### src/rtl/serial_borrow_subtractor_if.sv
// Operand/result handshake bundle for serial_borrow_subtractor.
// Defining SUB_OVERFLOW_EN adds the signed overflow flag to the result side.
interface serial_borrow_subtractor_if #(
  parameter int WIDTH = 4
);
  logic             in_valid;
  logic             in_ready;
  logic [WIDTH-1:0] a;
  logic [WIDTH-1:0] b;
  logic             borrow_in;
  logic             out_valid;
  logic             out_ready;
  logic [WIDTH-1:0] diff;
  logic             borrow_out;
`ifdef SUB_OVERFLOW_EN
  logic             overflow;
`endif

  modport master (
    output in_valid, a, b, borrow_in, out_ready,
    input  in_ready, out_valid, diff, borrow_out
`ifdef SUB_OVERFLOW_EN
    , input overflow
`endif
  );

  modport slave (
    input  in_valid, a, b, borrow_in, out_ready,
    output in_ready, out_valid, diff, borrow_out
`ifdef SUB_OVERFLOW_EN
    , output overflow
`endif
  );
endinterface

### src/rtl/serial_borrow_subtractor.sv
// Bit-serial a - b - borrow_in, one bit per clock LSB first, with valid/ready on both sides.
// Optional SUB_OVERFLOW_EN adds a registered two's-complement overflow flag.
module serial_borrow_subtractor #(
  parameter int WIDTH = 4
) (
  input  logic                      clk,
  input  logic                      rst_n,
  serial_borrow_subtractor_if.slave bus
);
  localparam int CW = $clog2(WIDTH + 1);
  localparam logic [CW-1:0] LAST_BIT = CW'(WIDTH - 1);

  typedef enum logic [1:0] {IDLE, RUN, DONE} state_t;

  state_t           state;
  logic [CW-1:0]    cnt;
  logic [WIDTH-1:0] a_sh;
  logic [WIDTH-1:0] b_sh;
  logic [WIDTH-1:0] res_sh;
  logic [WIDTH-1:0] diff_q;
  logic             br;
  logic             borrow_q;
  logic             in_ready_q;
  logic             out_valid_q;
`ifdef SUB_OVERFLOW_EN
  logic             overflow_q;
`endif

  logic             bit_d;
  logic             br_next;
  logic [WIDTH-1:0] res_next;

  // One full-subtractor cell working on the current LSBs of the operand shifters.
  always_comb begin
    bit_d    = a_sh[0] ^ b_sh[0] ^ br;
    br_next  = (~a_sh[0] & b_sh[0]) | (~(a_sh[0] ^ b_sh[0]) & br);
    res_next = {bit_d, res_sh[WIDTH-1:1]};
  end

  always_ff @(posedge clk) begin
    if (!rst_n) begin
      state       <= IDLE;
      cnt         <= '0;
      a_sh        <= '0;
      b_sh        <= '0;
      res_sh      <= '0;
      br          <= 1'b0;
      diff_q      <= '0;
      borrow_q    <= 1'b0;
      in_ready_q  <= 1'b1;
      out_valid_q <= 1'b0;
`ifdef SUB_OVERFLOW_EN
      overflow_q  <= 1'b0;
`endif
    end else begin
      case (state)
        IDLE: begin
          if (bus.in_valid && in_ready_q) begin
            a_sh       <= bus.a;
            b_sh       <= bus.b;
            br         <= bus.borrow_in;
            res_sh     <= '0;
            cnt        <= '0;
            in_ready_q <= 1'b0;
            state      <= RUN;
          end
        end
        RUN: begin
          a_sh   <= a_sh >> 1;
          b_sh   <= b_sh >> 1;
          br     <= br_next;
          res_sh <= res_next;
          cnt    <= cnt + CW'(1);
          // On the MSB cycle br still holds the borrow into the MSB.
          if (cnt == LAST_BIT) begin
            diff_q      <= res_next;
            borrow_q    <= br_next;
`ifdef SUB_OVERFLOW_EN
            overflow_q  <= br ^ br_next;
`endif
            out_valid_q <= 1'b1;
            state       <= DONE;
          end
        end
        DONE: begin
          if (bus.out_ready) begin
            out_valid_q <= 1'b0;
            in_ready_q  <= 1'b1;
            state       <= IDLE;
          end
        end
        default: begin
          state       <= IDLE;
          in_ready_q  <= 1'b1;
          out_valid_q <= 1'b0;
        end
      endcase
    end
  end

  assign bus.in_ready   = in_ready_q;
  assign bus.out_valid  = out_valid_q;
  assign bus.diff       = diff_q;
  assign bus.borrow_out = borrow_q;
`ifdef SUB_OVERFLOW_EN
  assign bus.overflow   = overflow_q;
`endif

endmodule

### src/flat_wrapper.sv
// flat-port wrapper written by rule: the top's interface ports become plain ports
module serial_borrow_subtractor_flat 
#(
  parameter int WIDTH = 4
)
  (clk, rst_n, bus_in_valid, bus_a, bus_b, bus_borrow_in, bus_out_ready, bus_in_ready, bus_out_valid, bus_diff, bus_borrow_out);
  serial_borrow_subtractor_if #(.WIDTH(WIDTH)) bus_i ();
  input  logic clk;
  input  logic rst_n;
  input wire logic [$bits(bus_i.in_valid)-1:0] bus_in_valid;
  input wire logic [$bits(bus_i.a)-1:0] bus_a;
  input wire logic [$bits(bus_i.b)-1:0] bus_b;
  input wire logic [$bits(bus_i.borrow_in)-1:0] bus_borrow_in;
  input wire logic [$bits(bus_i.out_ready)-1:0] bus_out_ready;
  output wire logic [$bits(bus_i.in_ready)-1:0] bus_in_ready;
  output wire logic [$bits(bus_i.out_valid)-1:0] bus_out_valid;
  output wire logic [$bits(bus_i.diff)-1:0] bus_diff;
  output wire logic [$bits(bus_i.borrow_out)-1:0] bus_borrow_out;
  assign bus_i.in_valid = bus_in_valid;
  assign bus_i.a = bus_a;
  assign bus_i.b = bus_b;
  assign bus_i.borrow_in = bus_borrow_in;
  assign bus_i.out_ready = bus_out_ready;
  assign bus_in_ready = bus_i.in_ready;
  assign bus_out_valid = bus_i.out_valid;
  assign bus_diff = bus_i.diff;
  assign bus_borrow_out = bus_i.borrow_out;
  serial_borrow_subtractor #(.WIDTH(WIDTH)) u_core (.clk(clk), .rst_n(rst_n), .bus(bus_i));
endmodule
### config.mk
export PLATFORM = sky130hd
export DESIGN_NAME = serial_borrow_subtractor_flat
export DESIGN_NICKNAME = d
export VERILOG_FILES = /design/src/rtl/serial_borrow_subtractor_if.sv /design/src/rtl/serial_borrow_subtractor.sv /design/src/flat_wrapper.sv
export SDC_FILE = /design/constraint.sdc
export NUM_CORES = 1
export LEC_CHECK = 0
export CAP_MARGIN = 20
export CORE_ASPECT_RATIO = 0.75
export CORE_UTILIZATION = 45
export DETAILED_ROUTE_END_ITERATION = 16
export HOLD_SLACK_MARGIN = 0.02
export PLACE_DENSITY_LB_ADDON = 0.1
export SLEW_MARGIN = 15
export SYNTH_ARGS = -nofsm -noshare
export SYNTH_HDL_FRONTEND = slang
export SYNTH_SLANG_ARGS = --single-unit
### constraint.sdc
create_clock -name clk -period 1.3 [get_ports clk]
set_input_delay 0.26 -clock clk [delete_from_list [all_inputs] [get_ports clk]]
set_output_delay 0.26 -clock clk [all_outputs]
set_load 0.01 [all_outputs]
==> metrics.txt, run 1 <==
# TYPE chip_impl_metric gauge
chip_impl_metric{name="number_of_synthesized_flops_with_an_enable_pin",unit=""} 0
chip_impl_metric{name="synthToLayoutAreaGrowth",unit="%"} 35.0
chip_impl_info{name="status",value="finished clean"} 1
chip_impl_metric{name="cts_made_buffers",unit=""} 3
chip_impl_info{name="worstHoldPathType",value="register to register"} 1
chip_impl_metric{name="path_clk_slew",unit="ps"} 140
chip_impl_metric{name="synth.ff_latch_count",unit=""} 24
chip_impl_info{name="critical_path_class",value="register to register"} 1
chip_impl_info{name="synth_top_flop_cell",value="dfxtp_1"} 1
chip_impl_metric{name="cts.sink_count",unit=""} 24
chip_impl_metric{name="max_clock_freq",unit="MHz"} 782
chip_impl_metric{name="number_of_nets_in_the_final_layout",unit=""} 159
chip_impl_metric{name="number_of_max_cap_violations",unit=""} 0
chip_impl_metric{name="ioPinCount",unit=""} 20
chip_impl_metric{name="placementRows",unit=""} 14
chip_impl_metric{name="layout-drive-gt1-share",unit=""} 0.246
chip_impl_info{name="startpoint_type_of_the_worst_setup_path",value="register"} 1
chip_impl_info{name="worstSetupStartpoint",value="u_core.b_sh[0]"} 1
chip_impl_metric{name="detail_route.drc_violations",unit=""} 0
chip_impl_info{name="ys_top_cells_by_area",value="dfxtp_1 (45%), mux2i_1 (10%), a21oi_1 (4.2%), o311ai_0 (4.1%), nand2_1 (3.9%)"} 1
chip_impl_info{name="rsz0062_at_grt",value="yes"} 1
chip_impl_metric{name="slew_headroom",unit=""} 0.775
chip_impl_metric{name="final_critical_path_setup_slack",unit="ps"} 21.4
chip_impl_metric{name="route.detailed.wl_per_inst",unit="microns"} 13.4
chip_impl_metric{name="totalWireLength",unit="mm"} 2.34
chip_impl_metric{name="fp.coreArea",unit="sq um"} 2120
chip_impl_metric{name="antenna_cells",unit=""} 0
chip_impl_metric{name="routed_via_density",unit=""} 5.40
chip_impl_metric{name="placement.io_buffers",unit=""} 19
chip_impl_metric{name="groute.usage.overall",unit=""} 0.202
chip_impl_metric{name="number_of_antenna_violations_at_the_first_check_in_global_routing",unit=""} 0
chip_impl_metric{name="finalInstanceArea",unit="sq um"} 1450
chip_impl_metric{name="postSynth.asyncResetShare",unit=""} 0
chip_impl_metric{name="cp.arrival",unit="ps"} 1490
chip_impl_metric{name="dp_slack",unit="ps"} -207
chip_impl_metric{name="finalSetupViolCount",unit=""} 0
chip_impl_info{name="setup.worst_path.end_class",value="register"} 1
chip_impl_metric{name="floorplan_die_area",unit="sq um"} 2580
chip_impl_info{name="tritoncts",value="built"} 1
chip_impl_metric{name="finalNonFillerCells",unit=""} 174
chip_impl_metric{name="gpl_congestion",unit=""} 0.764
chip_impl_metric{name="via_count",unit=""} 939
chip_impl_metric{name="synth_area_per_cell",unit="sq um"} 9.56
chip_impl_metric{name="required",unit="ps"} 1510
chip_impl_metric{name="ctsLongestPathBuffers",unit=""} 2
chip_impl_metric{name="crit_path_max_fanout",unit=""} 2
chip_impl_metric{name="yosysUniqueCellTypes",unit=""} 30
chip_impl_metric{name="hold_viol_final",unit=""} 0
chip_impl_metric{name="synthesis.instances",unit=""} 112
chip_impl_metric{name="final_cycle_share",unit=""} 0.984
chip_impl_metric{name="die-height",unit="microns"} 44.3
chip_impl_metric{name="grt_pass1_vias",unit=""} 841
chip_impl_metric{name="ys_seq_area_frac",unit=""} 0.449
chip_impl_metric{name="leakage",unit="nW"} 0.664
chip_impl_info{name="final_common_cell",value="dfxtp_1"} 1
chip_impl_metric{name="power-per-cell-area",unit="nW/um^2"} 1130
chip_impl_metric{name="wire_length_of_the_first_global_routing_pass",unit="mm"} 3.82
chip_impl_info{name="clk_root_buffer_cell",value="clkbuf_4"} 1
chip_impl_metric{name="synth_nets",unit=""} 128
chip_impl_info{name="synth_top_cell_by_area",value="dfxtp_1"} 1
chip_impl_metric{name="post-place-cells",unit=""} 170
chip_impl_metric{name="fin_crit",unit="ps"} 1280
chip_impl_metric{name="ant_nets",unit=""} 0
chip_impl_metric{name="post_synth_instance_area",unit="sq um"} 1070
chip_impl_info{name="hold_path_startpoint",value="u_core.b_sh[3]"} 1
chip_impl_metric{name="chipWidth",unit="microns"} 58.3
chip_impl_metric{name="dr.pass1.iters",unit=""} 4
chip_impl_metric{name="pin_count_of_the_biggest_net_entering_global_routing",unit=""} 15
chip_impl_metric{name="hpwl",unit="mm"} 1.75
chip_impl_metric{name="grt_remaining_overflow",unit=""} 0
chip_impl_metric{name="detailedRoute.firstIterationViolations",unit=""} 38
chip_impl_metric{name="clock_tree.htree_level_count",unit=""} 1
chip_impl_metric{name="slew_viol_final",unit=""} 0
chip_impl_metric{name="worst_pin_slew",unit="ps"} 333
chip_impl_info{name="layout_common_cells",value="dfxtp_1 (18), buf_4 (14), clkdlybuf4s50_1 (12)"} 1
chip_impl_metric{name="insertion_delay",unit="ps"} 320
chip_impl_metric{name="post_cts_buffers",unit=""} 0
chip_impl_metric{name="report.power.total",unit="W"} 0.00163
chip_impl_metric{name="initial_utilization",unit=""} 0.505
chip_impl_metric{name="ys.warnings.count",unit=""} 0
chip_impl_metric{name="final_core_util",unit=""} 0.682
chip_impl_metric{name="dpl-instance-area",unit="sq um"} 1370
chip_impl_metric{name="worst_clock_skew",unit="ps"} 15.0
chip_impl_info{name="critical_path.reg2reg.startpoint",value="u_core.b_sh[0]"} 1
chip_impl_metric{name="worst_ir_drop_vdd",unit="V"} 0.00101
chip_impl_metric{name="fillerInstances",unit=""} 180
chip_impl_metric{name="synth_top_area_share",unit=""} 0.449
## stage by stage
step / hold WS, ps / setup TNS (ps)
after floorplan: 377 / 0
after global placement: 450 / -1580
after detailed placement: 458 / -2490
after CTS: 477 / 0
after global routing: 474 / -3.58
final: 474 / 0
## final timing paths
| check | end | slack, ps | cells after the start |
|---|---|---|---|
| min | u_core.b_sh[3] | 470 | 2 |
| min reg2reg | u_core.b_sh[3] | 470 | 2 |
| max | u_core.br | 20 | 5 |
| max reg2reg | u_core.br | 20 | 5 |
## routing by layer
metal	GRT usage	vias to the layer above	routed length [microns]
met3	0.0673	2	154
li1	-	458	-
met2	0.336	31	1080
met1	0.261	448	1090
met5	0	-	0
met4	0.0429	0	10
## kinds of logic after synthesis
family                   share of synthesized area
AND/OR/NAND/NOR                              0.158
AO/OA/AOI/OAI                                0.173
flip-flops                                   0.449
multiplexers                                 0.127
buffers and inverters                       0.0514
adder cells (fa/ha/maj)                     0.0421
## synth_stat cells, types with 2 or more instances
master and number:
dfxtp_1 24, buf_4 2, o22ai_1 4, nand2b_1 6
a21oi_1 9, ha_1 2, clkbuf_1 3, o2bb2ai_1 2
mux2i_1 11, nor2_1 9, o311ai_0 5, nand2_1 11
inv_1 5, buf_2 2, o21ai_0 2
## state kept, by name, summed over array words and instances (netlist names)
name and flops:
u_core.cnt 3, u_core.bus.in_ready 1, u_core.state 2, u_core.bus.diff 4
u_core.br 1, u_core.res_sh 3, u_core.bus.out_valid 1, u_core.b_sh 4
u_core.bus.borrow_out 1, u_core.a_sh 4
## area by class of cell
cell class,count,area [sq um],area share
Clock buffer,3,22.5,0.0156
Clock inverter,1,30.0,0.0208
Inverter,5,18.8,0.0130
Multi-Input combinational cell,76,558,0.386
Sequential cell,24,490,0.339
Tap cell,32,40.0,0.0277
Timing Repair Buffer,33,287,0.198
## report_power, final
group          internal [W]  switching (W)
logic              0.000149       0.000123
registers          0.000781      0.0000368
clock network      0.000312       0.000232
total               0.00124       0.000392
## critical path: stages, from the launching register on
cell and delay [ps]:
dfxtp_2 350, inv_2 60, fa_2 180, inv_2 40, mux2_4 260, o311a_1 280
## timing repair
item / CTS / global route
resized for setup: 14 / 8
endpoints found under the setup margin: 17 / 7
hold buffers: 0 / 0
pin swaps: 0 / 1
Power figures use the tool's default switching activity.
==> run 2, diff against run 1 <==
- SLEW_MARGIN: 15 -> 20
==> results of run 2 <==
No change in the layout: final DEF, timing and power equal those of run 1.
